### src/rtl/sram_arb_pkg.sv
// Shared definitions for the 16x512 single-port SRAM arbiter.
`timescale 1ns/1ps
package sram_arb_pkg;

   // Macro geometry: sky130 OpenRAM 16x512 1RW
   localparam int ARB_DATA_WIDTH = 16;
   localparam int ARB_ADDR_WIDTH = 9;

   // Top-level sequencing: zero-clear sweep (optional) then normal arbitration
   typedef enum logic {
      ST_CLEAR = 1'b0,
      ST_RUN   = 1'b1
   } state_e;

   // Which requester owns the macro in the current cycle
   typedef enum logic [1:0] {
      REQ_NONE = 2'd0,
      REQ_A    = 2'd1,
      REQ_B    = 2'd2
   } req_id_e;

endpackage

### src/rtl/sram_arb_prio.sv
// Grant decision between instruction fetch (A) and data (B), with a
// saturating starvation counter that lifts A above B after STARVE_LIMIT
// consecutive denied cycles.
`timescale 1ns/1ps
module sram_arb_prio
   import sram_arb_pkg::*;
#(
   parameter int STARVE_LIMIT = 4
) (
   input  logic clk0,
   input  logic rst_n,
   input  logic en,
   input  logic a_req,
   input  logic b_req,
   output logic a_gnt,
   output logic b_gnt
);

   localparam logic [3:0] LIMIT = 4'(STARVE_LIMIT);

   logic [3:0] starve_q;
   logic [3:0] starve_d;
   req_id_e    winner;

   // Pick the owner: B by default, A when alone or once it has waited long enough
   always_comb begin
      winner = REQ_NONE;
      if (en) begin
         if (a_req && (!b_req || (starve_q == LIMIT))) begin
            winner = REQ_A;
         end else if (b_req) begin
            winner = REQ_B;
         end
      end
   end

   assign a_gnt = (winner == REQ_A);
   assign b_gnt = (winner == REQ_B);

   // Count consecutive cycles A is waiting; any grant or dropped request restarts it
   always_comb begin
      starve_d = starve_q;
      if (!a_req || a_gnt) begin
         starve_d = '0;
      end else if (starve_q != LIMIT) begin
         starve_d = starve_q + 4'd1;
      end
   end

   // Starvation counter register
   always_ff @(posedge clk0 or negedge rst_n) begin
      if (!rst_n) begin
         starve_q <= '0;
      end else begin
         starve_q <= starve_d;
      end
   end

endmodule

### src/rtl/sram_arbiter_1rw_16_512.sv
// Two-port front end for the single-port 16x512 OpenRAM macro.
// Port A is read-only instruction fetch, port B is read/write data.
// Macro pins are driven combinationally from this cycle's grant; read data
// is a passthrough of dout0, qualified by a one-cycle rvalid tag.
// Build option SRAM_CLEAR_EN: after reset, sweep zeros into every word
// (busy=1, requests ignored) before the first grant.
`timescale 1ns/1ps
module sram_arbiter_1rw_16_512
   import sram_arb_pkg::*;
#(
   parameter int DATA_WIDTH   = ARB_DATA_WIDTH,
   parameter int ADDR_WIDTH   = ARB_ADDR_WIDTH,
   parameter int STARVE_LIMIT = 4
) (
   input  logic                  clk0,
   input  logic                  rst_n,
   input  logic                  a_req,
   input  logic [ADDR_WIDTH-1:0] a_addr,
   output logic                  a_gnt,
   output logic                  a_rvalid,
   output logic [DATA_WIDTH-1:0] a_rdata,
   input  logic                  b_req,
   input  logic                  b_we,
   input  logic [ADDR_WIDTH-1:0] b_addr,
   input  logic [DATA_WIDTH-1:0] b_wdata,
   output logic                  b_gnt,
   output logic                  b_rvalid,
   output logic [DATA_WIDTH-1:0] b_rdata,
   output logic                  busy,
   output logic                  csb0,
   output logic                  web0,
   output logic [ADDR_WIDTH-1:0] addr0,
   output logic [DATA_WIDTH-1:0] din0,
   input  logic [DATA_WIDTH-1:0] dout0
);

   logic                  rst_done_q;
   logic                  run;
   logic                  clearing;
   logic [ADDR_WIDTH-1:0] clr_addr;
   logic [1:0]            rtag_q;
   logic [1:0]            rtag_d;
   req_id_e               sel;

   // Low only until the first edge after reset, so no pin activity leaks into reset
   always_ff @(posedge clk0 or negedge rst_n) begin
      if (!rst_n) begin
         rst_done_q <= 1'b0;
      end else begin
         rst_done_q <= 1'b1;
      end
   end

`ifdef SRAM_CLEAR_EN
   state_e                state_q;
   state_e                state_d;
   logic [ADDR_WIDTH-1:0] clr_addr_q;
   logic [ADDR_WIDTH-1:0] clr_addr_d;

   assign clearing = rst_done_q && (state_q == ST_CLEAR);
   assign run      = (state_q == ST_RUN);
   assign busy     = (state_q == ST_CLEAR);
   assign clr_addr = clr_addr_q;

   // Clear sweep: one word per cycle, leave for RUN after the top address
   always_comb begin
      state_d    = state_q;
      clr_addr_d = clr_addr_q;
      if (clearing) begin
         clr_addr_d = clr_addr_q + ADDR_WIDTH'(1);
         if (clr_addr_q == {ADDR_WIDTH{1'b1}}) begin
            state_d = ST_RUN;
         end
      end
   end

   // FSM state and clear address registers
   always_ff @(posedge clk0 or negedge rst_n) begin
      if (!rst_n) begin
         state_q    <= ST_CLEAR;
         clr_addr_q <= '0;
      end else begin
         state_q    <= state_d;
         clr_addr_q <= clr_addr_d;
      end
   end
`else
   assign clearing = 1'b0;
   assign run      = rst_done_q;
   assign busy     = 1'b0;
   assign clr_addr = '0;
`endif

   sram_arb_prio #(
      .STARVE_LIMIT (STARVE_LIMIT)
   ) u_prio (
      .clk0  (clk0),
      .rst_n (rst_n),
      .en    (run),
      .a_req (a_req),
      .b_req (b_req),
      .a_gnt (a_gnt),
      .b_gnt (b_gnt)
   );

   assign sel = a_gnt ? REQ_A : (b_gnt ? REQ_B : REQ_NONE);

   // Macro pin mux: clear sweep, granted A read, granted B access, or idle
   always_comb begin
      csb0  = 1'b1;
      web0  = 1'b1;
      addr0 = '0;
      din0  = '0;
      if (clearing) begin
         csb0  = 1'b0;
         web0  = 1'b0;
         addr0 = clr_addr;
      end else begin
         case (sel)
            REQ_A: begin
               csb0  = 1'b0;
               addr0 = a_addr;
            end
            REQ_B: begin
               csb0  = 1'b0;
               web0  = ~b_we;
               addr0 = b_addr;
               if (b_we) begin
                  din0 = b_wdata;
               end
            end
            default: ;
         endcase
      end
   end

   // One-hot read tag: bit 0 = A read, bit 1 = B read; writes leave no tag
   always_comb begin
      rtag_d = {b_gnt & ~b_we, a_gnt};
   end

   // Read tag register, dropped on reset
   always_ff @(posedge clk0 or negedge rst_n) begin
      if (!rst_n) begin
         rtag_q <= '0;
      end else begin
         rtag_q <= rtag_d;
      end
   end

   assign a_rvalid = rtag_q[0];
   assign b_rvalid = rtag_q[1];
   assign a_rdata  = dout0;
   assign b_rdata  = dout0;

endmodule

### config.mk
export PLATFORM = sky130hd
export DESIGN_NAME = sram_arbiter_1rw_16_512
export DESIGN_NICKNAME = d
export VERILOG_FILES = /design/src/rtl/sram_arb_pkg.sv /design/src/rtl/sram_arb_prio.sv /design/src/rtl/sram_arbiter_1rw_16_512.sv
export SDC_FILE = /design/constraint.sdc
export NUM_CORES = 1
export LEC_CHECK = 0
export CORE_MARGIN = 2
export CORE_UTILIZATION = 27
export CTS_CLUSTER_DIAMETER = 80
export CTS_CLUSTER_SIZE = 10
export DETAILED_ROUTE_END_ITERATION = 10
export PLACE_DENSITY = 0.95
export SKIP_LAST_GASP = 1
export SYNTH_ARGS = -nofsm -noshare
export SYNTH_HDL_FRONTEND = slang
export SYNTH_HIERARCHICAL = 1
export SYNTH_SLANG_ARGS = --single-unit
### constraint.sdc
create_clock -name clk0 -period 4.7 [get_ports clk0]
set_clock_uncertainty 0.05 [all_clocks]
set_input_delay 0.47 -clock clk0 [delete_from_list [all_inputs] [get_ports clk0]]
set_output_delay 0.47 -clock clk0 [all_outputs]
set_load 0.02 [all_outputs]
== After elaboration in Yosys (flattened, before gate mapping) ==
Cells that the tools add are included.
Cells by class
  add/subtract/negate cells: 1
  equality and inequality tests: 6
  mux-type cells: 12
  bitwise operators: 2
  reduce and logical (&&, ||, !) cells: 7
Operator list (number)
  $mux 16: 2
  $pmux 9 s2: 1
  $mux 2: 5
  $mux 4: 2
  $add 4x1->4 const B: 1
  $eq 2x1->1 const B: 2
  $eq 2x2->1 const B: 2
  $eq 4x3->1 const B: 1
  $ne 4x3->1 const B: 1
  $logic_not 1->1: 2
  $logic_or 1x1->1: 2
  $mux 1: 2
  $reduce_bool 2->1: 1
  $reduce_or 2->1: 1
  $and 1x1->1: 1
  $logic_and 1x1->1: 1
  $not 1->1: 1
Storage, ports and cells
  register bits after elaboration: 7
  output and inout port bits: 64
  logic and storage cells: 31

== Depth between registers and ports, before layout ==
  word-level depth: 11
  gate-level depth with buffers: 9

== Modules after synthesis ==
The synthesis kept the hierarchy.
By module, submodules not included
  sram_arbiter_1rw_16_512: times used 1, cells an instance 72, area an instance 591.8 um^2, seq. area each 75.1 um^2
  sram_arb_prio: times used 1, cells an instance 29, area an instance 280.3 um^2, seq. area each 100.1 um^2

== Worst setup path after synthesis ==
OpenSTA, ideal clock, no wires.
  path type: flip-flop to output port
  start point: register u_prio.starve_q[0]
  end point: output din0[10]
  data arrival time: 1.985 ns
  setup slack: 2.195 ns
  stages on the path, launching flop included: 9
  cells stage by stage: dfrtp_1 inv_1 ha_1 and3b_1 a21oi_1 and3b_1 buf_6 buf_6 and2_4
Between the ends
  longest elaborated chain between the ends: 10
  elaborated cells on any way between the ends: 11
  classes of those cells: 4 x eq/ne; 5 x mux; 2 x reduce/logical
RTL lines
  from (decl): line sram_arb_prio.sv:21  | logic [3:0] starve_q;
  from (signal assigned): line sram_arb_prio.sv:55  | starve_q <= starve_d;
  $eq 4x3->1: line sram_arb_prio.sv:29  | if (a_req && (!b_req || (starve_q == LIMIT))) begin
  $logic_or 1x1->1: line sram_arb_prio.sv:29
  $logic_and 1x1->1: line sram_arb_prio.sv:29
  $mux 2: line sram_arb_prio.sv:29
  $mux 2: line sram_arb_prio.sv:28  | if (en) begin
  $eq 2x2->1: line sram_arb_prio.sv:38  | assign b_gnt = (winner == REQ_B);
  named net b_gnt: line sram_arbiter_1rw_16_512.sv:26  | output logic b_gnt,
  $mux 2 (2 in series): line sram_arbiter_1rw_16_512.sv:106  | assign sel = a_gnt ? REQ_A : (b_gnt ? REQ_B : REQ_NONE);
  $eq 2x2->1: line sram_arbiter_1rw_16_512.sv:119  | case (sel)
  $mux 16: line sram_arbiter_1rw_16_512.sv:119
  to (decl): line sram_arbiter_1rw_16_512.sv:33  | output logic [DATA_WIDTH-1:0] din0,
The timed path passes the listed nets, and every way through them passes these cells.

== Worst setup path after layout ==
  start point: register u_prio.starve_q[0]
  end point: output din0[13]
Between the ends
  longest elaborated chain between the ends: 10
  elaborated cells on any way between the ends: 11
  classes of those cells: 4 x eq/ne; 5 x mux; 2 x reduce/logical
RTL lines (line)
  $eq 4x3->1 (*): sram_arb_prio.sv:29
  $logic_or 1x1->1 (*): sram_arb_prio.sv:29
  $logic_and 1x1->1 (*): sram_arb_prio.sv:29
  $mux 2 (*): sram_arb_prio.sv:29
  $mux 2 (*): sram_arb_prio.sv:28
  $eq 2x2->1: sram_arb_prio.sv:38
  $mux 2: sram_arbiter_1rw_16_512.sv:106
  $mux 2 (*): sram_arbiter_1rw_16_512.sv:106
  $eq 2x2->1 (*): sram_arbiter_1rw_16_512.sv:119
  $mux 16 (*): sram_arbiter_1rw_16_512.sv:119
Mark *: on every way between the ends. The rest lies on a longest branch, timed or not.

==> flow_summary.toml <==
[run_status]
outcome = "finished clean"

[cells_and_area]
multi_input_area_sq_um = 403
diodes = 0
n_fill_cell = 285
seq_area_sq_um = 175
nets = 195
area_delta_synth_final_pct = 56.5
fin_area_sq_um = 1370
drive_above_1_share = 0.102

[cts]
insertion_delay_ns = 0.25
cts_buffer_depth = 2
ctsHtreeMaxLevel = 1
cts_tree = "yes"
cts_inserted_buffers = 3
cts_setup_buffers = 0
clock_sinks = 7
cts-root-buf = "clkbuf_4"
ctsResizeCount = 0
cts_hold_buffers = 0
cts.clk_slew.worst_paths_ns = 0.05

[die]
core-area_sq_um = 3050
boundaryPins = 119
initial_core_util = 0.286
die_area_sq_um = 3700
fp.dieH_um = 60.8
placementRows = 20
die_w_um = 60.8

[placed_design]
place_ws_ns = 1.31
gp_congestion = 0.758
place_area_sq_um = 1340
io_buffers = 69
dpl.hpwl_mm = 1.84

[detailed_routing]
via_per_inst = 4.46
drt_pass1_iterations = 4
dr_wl_met2_mm = 1.07
post_drt_wl_per_cell_um = 11.7
postRouteAntennaNets = 0
remaining_drc_errors = 0
highest_layer = "met4"
first_iter_violations = 14
met1_length_um = 650
routed_wl_mm = 2.12
vias = 807
routed-wl-met3_um = 361

[yosys]
yosysSeqAreaShare = 0.201
ys_ff_latch = 7
synth_warnings = 6
syn_area_sq_um = 872
netlist-cell-type-count = 27
syn_inst = 101
syn_nets = 158
syn_avg_cell_area_sq_um = 8.63

[power]
p_clk_frac = 0.242
sw_frac_of_total = 0.296
p_sw_w = 0.0000663
comb_power_share = 0.457
ir_drop_mv = 0.110
p_int_w = 0.000158
power_density_nw_per_um2 = 164
seq_power_share = 0.301
p_leak_nw = 0.579

[global_routing]
antenna_found_initial = 0
grt_overflow_total = 0
grt_first_pass_wirelength_mm = 2.93
grt_max_degree = 18
grt_util_all_layers = 0.108
grt_pass1_vias = 679

[timing]
slew_headroom = 0.635
setup_viol = 0
hold_viol = 0
setup_tns_ns = 0
rsz0062_at_grt = "no"
fmax_mhz = 293
slew_violations = 0
fin_crit_ns = 3.41
tightest_slew_ns = 0.546
hold_slack_ns = 0.424
fin_crit_sh = 0.726
fin_ws_ns = 1.29

[critical_path]
path_class = "flop to output pin"
start_kind = "flop"
worstPathMaxFanout = 17
critPathLaunch = "u_prio/starve_q[0]"
end_kind = "output pin"
timing.rr.start = "u_prio/starve_q[0]"
cp.required_ns = 4.18
worstPathArrival_ns = 2.89

[min_path]
hp-class = "primary input to async pin"

[flow_run]
drv_cap = 0
## layout make-up
class	instances	area share
clock buffers	4	0.0192
inverters	4	0.0110
multi-input cells	53	0.295
flip-flops and latches	7	0.128
well taps	44	0.0403
repair buffers	69	0.506
## power groups by stage
stage / Sequential [W] / Clock [W] / Combinational [W]
after floorplan: 0.0000686 / 0 / 0.0000844
after global placement: 0.0000683 / 0 / 0.000101
after detailed placement: 0.0000685 / 0 / 0.000103
after CTS: 0.0000675 / 0.0000560 / 0.000103
after global routing: 0.0000679 / 0.0000618 / 0.000110
final: 0.0000674 / 0.0000540 / 0.000102
## worst paths after layout
kind                       slack [ns]  cells past startpoint                  to
setup reg to reg                 3.09                      5           rtag_q[1]
max in group asynchronous        3.94                      1           rtag_q[1]
setup / recovery                 1.29                      7            din0[13]
hold reg to reg                  0.53                      2  u_prio/starve_q[3]
min in group clk0                0.53                      2  u_prio/starve_q[3]
hold / removal                   0.42                      1  u_prio/starve_q[3]
## Yosys cell counts
library cell,n,area [sq um]
xnor2_1,1,8.76
conb_1,2,7.51
nor2_1,3,11.3
buf_4,33,248
a2bb2oi_2,1,15.0
ha_1,2,25.0
and3_1,1,6.26
nor2b_1,2,12.5
mux2i_1,1,10.0
o21ai_0,1,5.00
a21oi_1,2,10.0
nand3_1,2,10.0
and2_1,7,43.8
o21a_1,1,7.51
o211a_1,1,10.0
dfrtp_1,7,175
buf_2,1,5.00
nand2_1,3,11.3
inv_1,4,15.0
nor3_1,1,5.00
clkbuf_1,1,3.75
o2111ai_1,1,8.76
and3b_1,2,17.5
buf_6,2,22.5
nand3b_4,1,20.0
and2_4,9,78.8
a22o_1,9,78.8
## cell families (layout without fill, tap and decap cells)
group,count (synthesis),count (layout),share of synthesized area
flops,7,7,0.201
mux,1,1,0.0115
compound gates,16,16,0.155
fa+ha+maj,2,2,0.0287
other cells,2,2,0.00861
simple gates,31,31,0.248
buf+inv,41,77,0.337
xor+xnor,1,1,0.0100
## metrics by stage
stage                     cells  power [W]  utilization
final                       181   0.000224        0.447
after global routing        181   0.000240        0.447
after floorplan             101   0.000153            -
after CTS                   181   0.000227        0.447
after global placement      177   0.000170        0.439
after detailed placement    177   0.000171        0.439
## worst max-delay path: stages, from the launching register on
cell and delay (ns):
dfrtp_1 0.37, inv_1 0.08, ha_1 0.25, and3b_1 0.23
a21oi_1 0.34, and3b_1 0.55, and2_4 0.22, clkdlybuf4s50_1 0.60
## per-layer routing
metal,GRT usage,up-vias
li1,-,370
met1,0.0978,343
met2,0.201,88
met3,0.0405,6
met4,0.0652,0
met5,0,-
## state kept, by name (all words and copies together), names as in the netlist
signal / flops
rst_done_q: 1
rtag_q: 2
u_prio/starve_q: 4
## placed cells by master (no fill, tap or decap), types with 2 or more instances in the layout
master | netlist | routed
and2_4 | 9 | 9
nor2b_1 | 2 | 2
and2_1 | 7 | 7
a21oi_1 | 2 | 2
inv_1 | 4 | 4
a22o_1 | 9 | 9
and3b_1 | 2 | 2
dfrtp_1 | 7 | 7
nand3_1 | 2 | 2
clkbuf_4 | 0 | 3
conb_1 | 2 | 2
nand2_1 | 3 | 3
ha_1 | 2 | 2
clkdlybuf4s50_1 | 0 | 69
nor2_1 | 3 | 3
(Power assumes the default switching activity.)
